[config.mk]
export PLATFORM = sky130hd
export DESIGN_NAME = isqrt_share_arb
export DESIGN_NICKNAME = d
export VERILOG_FILES = /design/src/rtl/isqrt_share_arb.sv
export SDC_FILE = /design/constraint.sdc
export NUM_CORES = 1
export LEC_CHECK = 0
export BUFFER_PORTS_ARGS = -buffer_cell sky130_fd_sc_hd__buf_2
export CORE_UTILIZATION = 30
export CTS_BUF_LIST = sky130_fd_sc_hd__clkbuf_4 sky130_fd_sc_hd__clkbuf_8
export DETAILED_ROUTE_END_ITERATION = 6
export REMOVE_ABC_BUFFERS = 1
export SYNTH_ARGS = -nofsm -noshare
export SYNTH_HDL_FRONTEND = slang
export SYNTH_SLANG_ARGS = --single-unit
[constraint.sdc]
create_clock -name clk -period 5.05 [get_ports clk]
set_input_delay 1.2625 -clock clk [delete_from_list [all_inputs] [get_ports clk]]
set_output_delay 1.2625 -clock clk [all_outputs]
set_load 0.05 [all_outputs]
[src/rtl/isqrt_share_arb.sv]
// isqrt_share_arb: round-robin sharing of one fixed-latency isqrt pipeline among N requesters,
// with per-requester in-flight limits and ID tags that route each result back to its owner.
module isqrt_share_arb #(
  parameter int N         = 4,
  parameter int ISQRT_LAT = 16,
  parameter int MAX_OUT   = 4
) (
  input  logic            clk,
  input  logic            rst,
  input  logic [N-1:0]    req_vld,
  input  logic [N*32-1:0] req_x,
  output logic [N-1:0]    req_rdy,
  output logic [N-1:0]    rsp_vld,
  output logic [31:0]     rsp_y,
  output logic            sq_x_vld,
  output logic [31:0]     sq_x,
  input  logic            sq_y_vld,
  input  logic [31:0]     sq_y,
  output logic            err
);
  localparam int IW = $clog2(N);
  localparam int CW = $clog2(MAX_OUT + 1);
  logic [IW-1:0]        ptr_q, ptr_d, acc_id, iss_id_q, iss_id_d, tail_id, cand;
  logic [N-1:0]         elig, gnt, rsp_vld_q, rsp_vld_d, done_q, done_d;
  logic [CW-1:0]        out_q [N];
  logic [CW-1:0]        out_d [N];
  logic [ISQRT_LAT-1:0] tv_q, tv_d;
  logic [IW-1:0]        tid_q [ISQRT_LAT];
  logic [IW-1:0]        tid_d [ISQRT_LAT];
  logic [31:0]          sq_x_q, sq_x_d, rsp_y_q, rsp_y_d;
  logic                 sq_x_vld_q, sq_x_vld_d, err_q, err_d, accept, found, tail_v, ret;

  always_comb begin
    elig   = '0;
    gnt    = '0;
    acc_id = '0;
    cand   = '0;
    found  = 1'b0;
    for (int i = 0; i < N; i++) elig[i] = req_vld[i] && out_q[i] < CW'(MAX_OUT);
    for (int k = 0; k < N; k++) begin
      cand = IW'((int'(ptr_q) + k) % N);
      if (!found && elig[cand]) begin
        found     = 1'b1;
        gnt[cand] = 1'b1;
        acc_id    = cand;
      end
    end
  end

  assign req_rdy = rst ? gnt : '0;
  assign accept  = |req_rdy;
  assign tail_v  = tv_q[ISQRT_LAT-1];
  assign tail_id = tid_q[ISQRT_LAT-1];
  assign ret     = sq_y_vld && tail_v;

  always_comb begin
    ptr_d      = accept ? ((acc_id == IW'(N - 1)) ? '0 : acc_id + 1'b1) : ptr_q;
    sq_x_vld_d = accept;
    sq_x_d     = accept ? req_x[32*acc_id +: 32] : sq_x_q;
    iss_id_d   = accept ? acc_id : iss_id_q;
    tv_d       = '0;
    tv_d[0]    = sq_x_vld_q;
    tid_d[0]   = sq_x_vld_q ? iss_id_q : tid_q[0];
    for (int k = 1; k < ISQRT_LAT; k++) begin
      tv_d[k]  = tv_q[k-1];
      tid_d[k] = tv_q[k-1] ? tid_q[k-1] : tid_q[k];
    end
    // a tail tag retires its owner's slot whether or not the isqrt delivered a result
    done_d    = tail_v ? (N'(1) << tail_id) : '0;
    rsp_vld_d = ret ? (N'(1) << tail_id) : '0;
    rsp_y_d   = ret ? sq_y : rsp_y_q;
    err_d     = err_q | (sq_y_vld ^ tail_v);
    for (int i = 0; i < N; i++)
      out_d[i] = out_q[i] + CW'(accept && acc_id == IW'(i)) - CW'(done_q[i] && out_q[i] != '0);
  end

  always_ff @(posedge clk or negedge rst) begin
    if (!rst) begin
      ptr_q      <= '0;
      sq_x_vld_q <= 1'b0;
      tv_q       <= '0;
      done_q     <= '0;
      rsp_vld_q  <= '0;
      err_q      <= 1'b0;
      for (int i = 0; i < N; i++) out_q[i] <= '0;
    end else begin
      ptr_q      <= ptr_d;
      sq_x_vld_q <= sq_x_vld_d;
      tv_q       <= tv_d;
      done_q     <= done_d;
      rsp_vld_q  <= rsp_vld_d;
      err_q      <= err_d;
      out_q      <= out_d;
    end
  end

  always_ff @(posedge clk) begin
    sq_x_q   <= sq_x_d;
    iss_id_q <= iss_id_d;
    rsp_y_q  <= rsp_y_d;
    tid_q    <= tid_d;
  end

  assign sq_x_vld = sq_x_vld_q;
  assign sq_x     = sq_x_q;
  assign rsp_vld  = rsp_vld_q;
  assign rsp_y    = rsp_y_q;
  assign err      = err_q;
endmodule

==> flow_summary.yaml, run 1 <==
clock_tree:
  path_clk_slew_ps: 70
  hold_buffers: 0
  clkLatencyLatePin_ps: 430
  postCtsSetupRepairBufs: 0
  cts_tree: "done"
  cts-htree-levels: 4
  cts_sinks: 138
  cts_resized: 0
  cts_buffers: 17
  cts_root_buf: "clkbuf_8"
  cts.path.max_buffers: 2
synthesis:
  yosysWarningCount: 0
  ys_seq_area_share_pct: 65.0
  syn_avg_cell_area_sq_um: 15.9
  synth_edf_count: 98
  ys_seq_elements: 138
  synth.cell_area_sq_um: 6060
  syn_inst: 382
  synth_top_flop_cell: "edfxtp_1"
  async_flop_share_pct: 29.0
  synth_cell_types: 42
worst_hold_path:
  whs_endpoint: "tv_q[12]"
  whs_path_depth: 0
  hp-start: "tv_q[11]"
  hold_class: "register to register"
final_layout:
  most-common-layout-cells: "240 x buf_2, 98 x edfxtp_1, 97 x mux2i_1, 40 x dfrtp_1, 21 x ha_1"
  final_common_cell: "buf_2"
  fin_nets: 829
  layout-drive-gt1-share_pct: 45.5
  n_antenna_cell: 0
  synthToLayoutAreaGrowth_pct: 31.8
run_status:
  status: "finished, final reports clean"
critical_path:
  worstPathArrival_ps: 4950
  r2r_cells: 14
  crit-reg2reg-capture: "out_q[2]"
  worstPathMaxFanout: 6
  r2r_setup_slack_ps: 650
  critPathKind: "primary input to register"
  cp-start-kind: "primary input"
  cp-end-kind: "register"
  crit_required_ps: 5350
  rr_startpoint: "ptr_q[1]"
die:
  initial_core_util_pct: 30.9
  die_x_microns: 144
  dieArea_sq_um: 20800
  die_y_microns: 144
  ioPinCount: 241
  core_area_sq_um: 19700
  rows: 51
power:
  peakVddDrop_mv: 0.322
  powerDensity_nw_per_um2: 694
  p_leak_nw: 3.62
timing:
  finalClockSkew_ps: 13.7
  finalSetupViolations: 0
  min_period_over_period_pct: 92.1
  finalHoldViolCount: 0
  final.setup.worst_slack_ps: 401
  tightest_slew_ps: 566
  clock.fmax_ghz: 0.215
  setup_tns_ps: 0
  rsz0062_at_grt: "no"
  final.min_clock_period_ps: 4650
  slew_violations: 0
  max_slew_margin_pct: 62.3
routing:
  dr.pass1.iters: 4
  wl_per_cell_microns: 14.7
  route.detailed.drc: 0
  wl_microns: 13500
  vias: 4083
  postRouteAntennaNets: 0
  initialDrtViolationCount: 172
  via_per_inst: 4.46
placed_design:
  gp_congestion: 0.839
  dp_hpwl_microns: 10400
  port_buffers: 240
  post-place-ws_ps: 3.69
run:
  cap_violations: 0
global_routing:
  grt_antenna_before_repair: 1
  grt_max_degree: 41
  grt_use_total_pct: 13.3
  grt-ovfl-total: 0
  grt_pass1_wl_microns: 20700
  first_global_vias: 4201
[metal layers]
metal	routed length (microns)	part of all wire (%)	GRT usage [%]
met5	8	0.059	0
met1	5160	38	13.7
met4	224	1.7	5.48
met3	1090	8.1	4.07
met2	6990	52	25.0
[sequential cells by signal (all words and copies together), names as in the netlist]
| register | cells |
|---|---|
| tv_q | 16 |
| sq_x | 32 |
| rsp_vld | 4 |
| iss_id_q | 2 |
| err | 1 |
| out_q | 12 |
| done_q | 4 |
| sq_x_vld | 1 |
| tid_q | 30 |
| rsp_y | 32 |
| tail_id | 2 |
| ptr_q | 2 |
[final cells by class]
class,count,area [sq um]
multi-input combinational,210,1980
clock inverter,14,123
tap,265,332
clock buffer,18,248
sequential,138,3940
fill,1917,11700
timing repair buffer,253,1300
inverter,17,63.8
[synthesized netlist by cell type, types with 4 or more instances]
master | number | area share, %
ha_1 | 21 | 4.3
a221o_1 | 4 | 0.66
nor2b_1 | 4 | 0.41
o31a_1 | 4 | 0.58
buf_2 | 5 | 0.41
a32o_1 | 6 | 0.99
dfrtp_1 | 40 | 17
clkbuf_1 | 6 | 0.37
nand2_1 | 13 | 0.80
nor2_1 | 13 | 0.80
fa_1 | 4 | 1.3
edfxtp_1 | 98 | 49
xnor2_1 | 5 | 0.72
mux2i_1 | 97 | 16
inv_1 | 15 | 0.93
[per-stage QoR]
stage	utilization (%)	std cells	total power (W)	hold WS, ps	cell area [sq um]
floorplan	-	365	0.00400	391	5970
detailed placement	38.8	883	0.00478	405	7620
finish	40.7	915	0.00554	419	7990
CTS	40.7	915	0.00564	416	7990
global placement	38.8	883	0.00469	393	7620
global route	40.7	915	0.00590	428	7990
[worst max path at each step]
stage / to / slack (ps) / startpoint / depth (start not counted)
global placement: out_q[2] / 120 / req_vld[2] / 15
finish: out_q[2] / 400 / req_vld[2] / 15
CTS: out_q[2] / 460 / req_vld[2] / 15
global route: out_q[2] / 270 / req_vld[2] / 15
detailed placement: out_q[2] / 4 / req_vld[2] / 15
floorplan: out_q[2] / -6310 / req_vld[1] / 14
[where the power goes]
group          internal (W)  switching, W  total [W]
Sequential          0.00183      0.000192    0.00202
Combinational      0.000917       0.00176    0.00268
Clock              0.000403      0.000435   0.000839
[cells by family (layout without fill, tap and decap cells)]
logic type | after synthesis | in the layout | synth area share [%]
xor+xnor | 8 | 8 | 1.16
compound gates | 25 | 25 | 3.45
fa+ha+maj | 25 | 25 | 5.65
simple gates | 50 | 50 | 4.50
buf+inv | 34 | 302 | 2.58
flops | 138 | 138 | 65.0
mux | 102 | 102 | 17.6
[critical path: stages]
cell and delay, ps:
buf_2 90, nor2b_1 290, nor2_1 90, mux4_2 520, a32o_1 300, a221o_1 360
or4_2 810, nand2_1 120, ha_1 230, inv_1 60, ha_1 130, inv_1 50
fa_1 370, xnor2_1 140, xnor2_1 120
No activity file was read; power rests on OpenSTA's default activity.
==> inputs of run 2 (changes only) <==
--- a/config.mk
+++ b/config.mk
@@ -7,7 +7,7 @@
 export LEC_CHECK = 0
 export BUFFER_PORTS_ARGS = -buffer_cell sky130_fd_sc_hd__buf_2
 export CORE_UTILIZATION = 30
-export CTS_BUF_LIST = sky130_fd_sc_hd__clkbuf_4 sky130_fd_sc_hd__clkbuf_8
+export CTS_BUF_LIST = sky130_fd_sc_hd__clkbuf_16
 export DETAILED_ROUTE_END_ITERATION = 6
 export REMOVE_ABC_BUFFERS = 1
 export SYNTH_ARGS = -nofsm -noshare
==> flow_summary.yaml, run 2 (synthesis results as in run 1) <==
run_status:
  status: "finished, final reports clean"
clock_tree:
  cts-htree-levels: 4
  cts_sinks: 138
  cts.path.max_buffers: 2
  cts_tree: "done"
  cts_root_buf: "clkbuf_16"
  clkLatencyLatePin_ps: 410
  cts_resized: 0
  postCtsSetupRepairBufs: 0
  cts_buffers: 17
  path_clk_slew_ps: 60
  hold_buffers: 0
timing:
  min_period_over_period_pct: 92.3
  finalClockSkew_ps: 9.08
  finalSetupViolations: 0
  clock.fmax_ghz: 0.215
  max_slew_margin_pct: 62.2
  slew_violations: 0
  tightest_slew_ps: 567
  rsz0062_at_grt: "no"
  finalHoldViolCount: 0
  final.min_clock_period_ps: 4660
  setup_tns_ps: 0
die:
  initial_core_util_pct: 30.9
  die_y_microns: 144
  die_x_microns: 144
  ioPinCount: 241
  rows: 51
  dieArea_sq_um: 20800
  core_area_sq_um: 19700
critical_path:
  r2r_setup_slack_ps: 640
  startpoint: "req_vld[2]"
  worstPathMaxFanout: 6
  crit-reg2reg-capture: "out_q[2]"
  crit_end: "out_q[2]"
  cp-end-kind: "register"
  crit_required_ps: 5340
  worstPathArrival_ps: 4950
  r2r_cells: 14
  rr_startpoint: "ptr_q[1]"
  cp-start-kind: "primary input"
  critPathKind: "primary input to register"
final_layout:
  fin_nets: 829
  layout-drive-gt1-share_pct: 45.4
  synthToLayoutAreaGrowth_pct: 34.8
  final_util_pct: 41.6
  most-common-layout-cells: "240 x buf_2, 98 x edfxtp_1, 97 x mux2i_1, 40 x dfrtp_1, 21 x ha_1"
  final_area_sq_um: 8170
  final_common_cell: "buf_2"
  n_antenna_cell: 0
power:
  p_leak_nw: 3.70
  peakVddDrop_mv: 0.331
  powerDensity_nw_per_um2: 717
global_routing:
  grt-ovfl-total: 0
  grt_use_total_pct: 13.4
  grt_pass1_wl_microns: 20700
  first_global_vias: 4193
  grt_antenna_before_repair: 1
  grt_max_degree: 41
placed_design:
  port_buffers: 240
  gp_congestion: 0.839
  place_area_sq_um: 7620
  dp_hpwl_microns: 10400
routing:
  route.detailed.drc: 0
  wl_microns: 13600
  initialDrtViolationCount: 157
  via_per_inst: 4.49
  vias: 4109
  wl_per_cell_microns: 14.8
  postRouteAntennaNets: 0
  dr.pass1.iters: 5
run:
  cap_violations: 0
worst_hold_path:
  hold_class: "register to register"
-- run 2: cell types whose count changed in the layout (fill, tap and decap cells not counted), sizes merged --
cell and change:
clkinv +1, clkbuf -1
-- run 2: how the worst min path moves through the flow --
stage	startpoint	end	slack, ps	depth (start not counted)
final	tv_q[12]	tv_q[13]	410	0
after global placement	tv_q[7]	tv_q[8]	390	0
after floorplan	tv_q[9]	tv_q[10]	390	0
after global routing	tid_q[28]	tid_q[26]	420	0
after detailed placement	tv_q[6]	tv_q[7]	400	0
after CTS	tv_q[3]	tv_q[4]	410	0
-- run 2: cell type report --
cell class	count	area [sq um]
clock buffers	17	425
clock inverters	15	126
fillers	1892	11500
inverters	17	63.8
multi-input cells	210	1980
flip-flops and latches	138	3940
well taps	265	332
repair buffers	253	1300
-- run 2: worst max-delay path: stages --
cell	delay, ps
buf_2	90
nor2b_1	280
nor2_1	90
mux4_2	520
a32o_1	300
a221o_1	370
or4_2	810
nand2_1	120
ha_1	230
inv_1	60
ha_1	130
inv_1	50
fa_1	380
xnor2_1	150
xnor2_1	130
-- run 2: metal layers --
metal,part of all wire [%],GRT usage [%],up-vias
met4,2.0,5.65,2
met5,0.12,0,-
met3,8.8,4.17,23
li1,-,-,1943
met2,52,25.0,244
met1,37,13.7,1897
-- run 2: stage by stage --
step	hold WS, ps	power (W)	std cells	worst slack [ps]
floorplan	391	0.00400	365	-6310
global placement	393	0.00469	883	123
detailed placement	405	0.00478	883	3.69
CTS	415	0.00596	915	427
global route	422	0.00621	915	236
finish	414	0.00586	915	389
-- run 2: power breakdown --
part	total (W)	switching, W	internal [W]
registers	0.00203	0.000192	0.00184
logic	0.00268	0.00176	0.000917
clock network	0.00115	0.000479	0.000676
total	0.00586	0.00243	0.00343
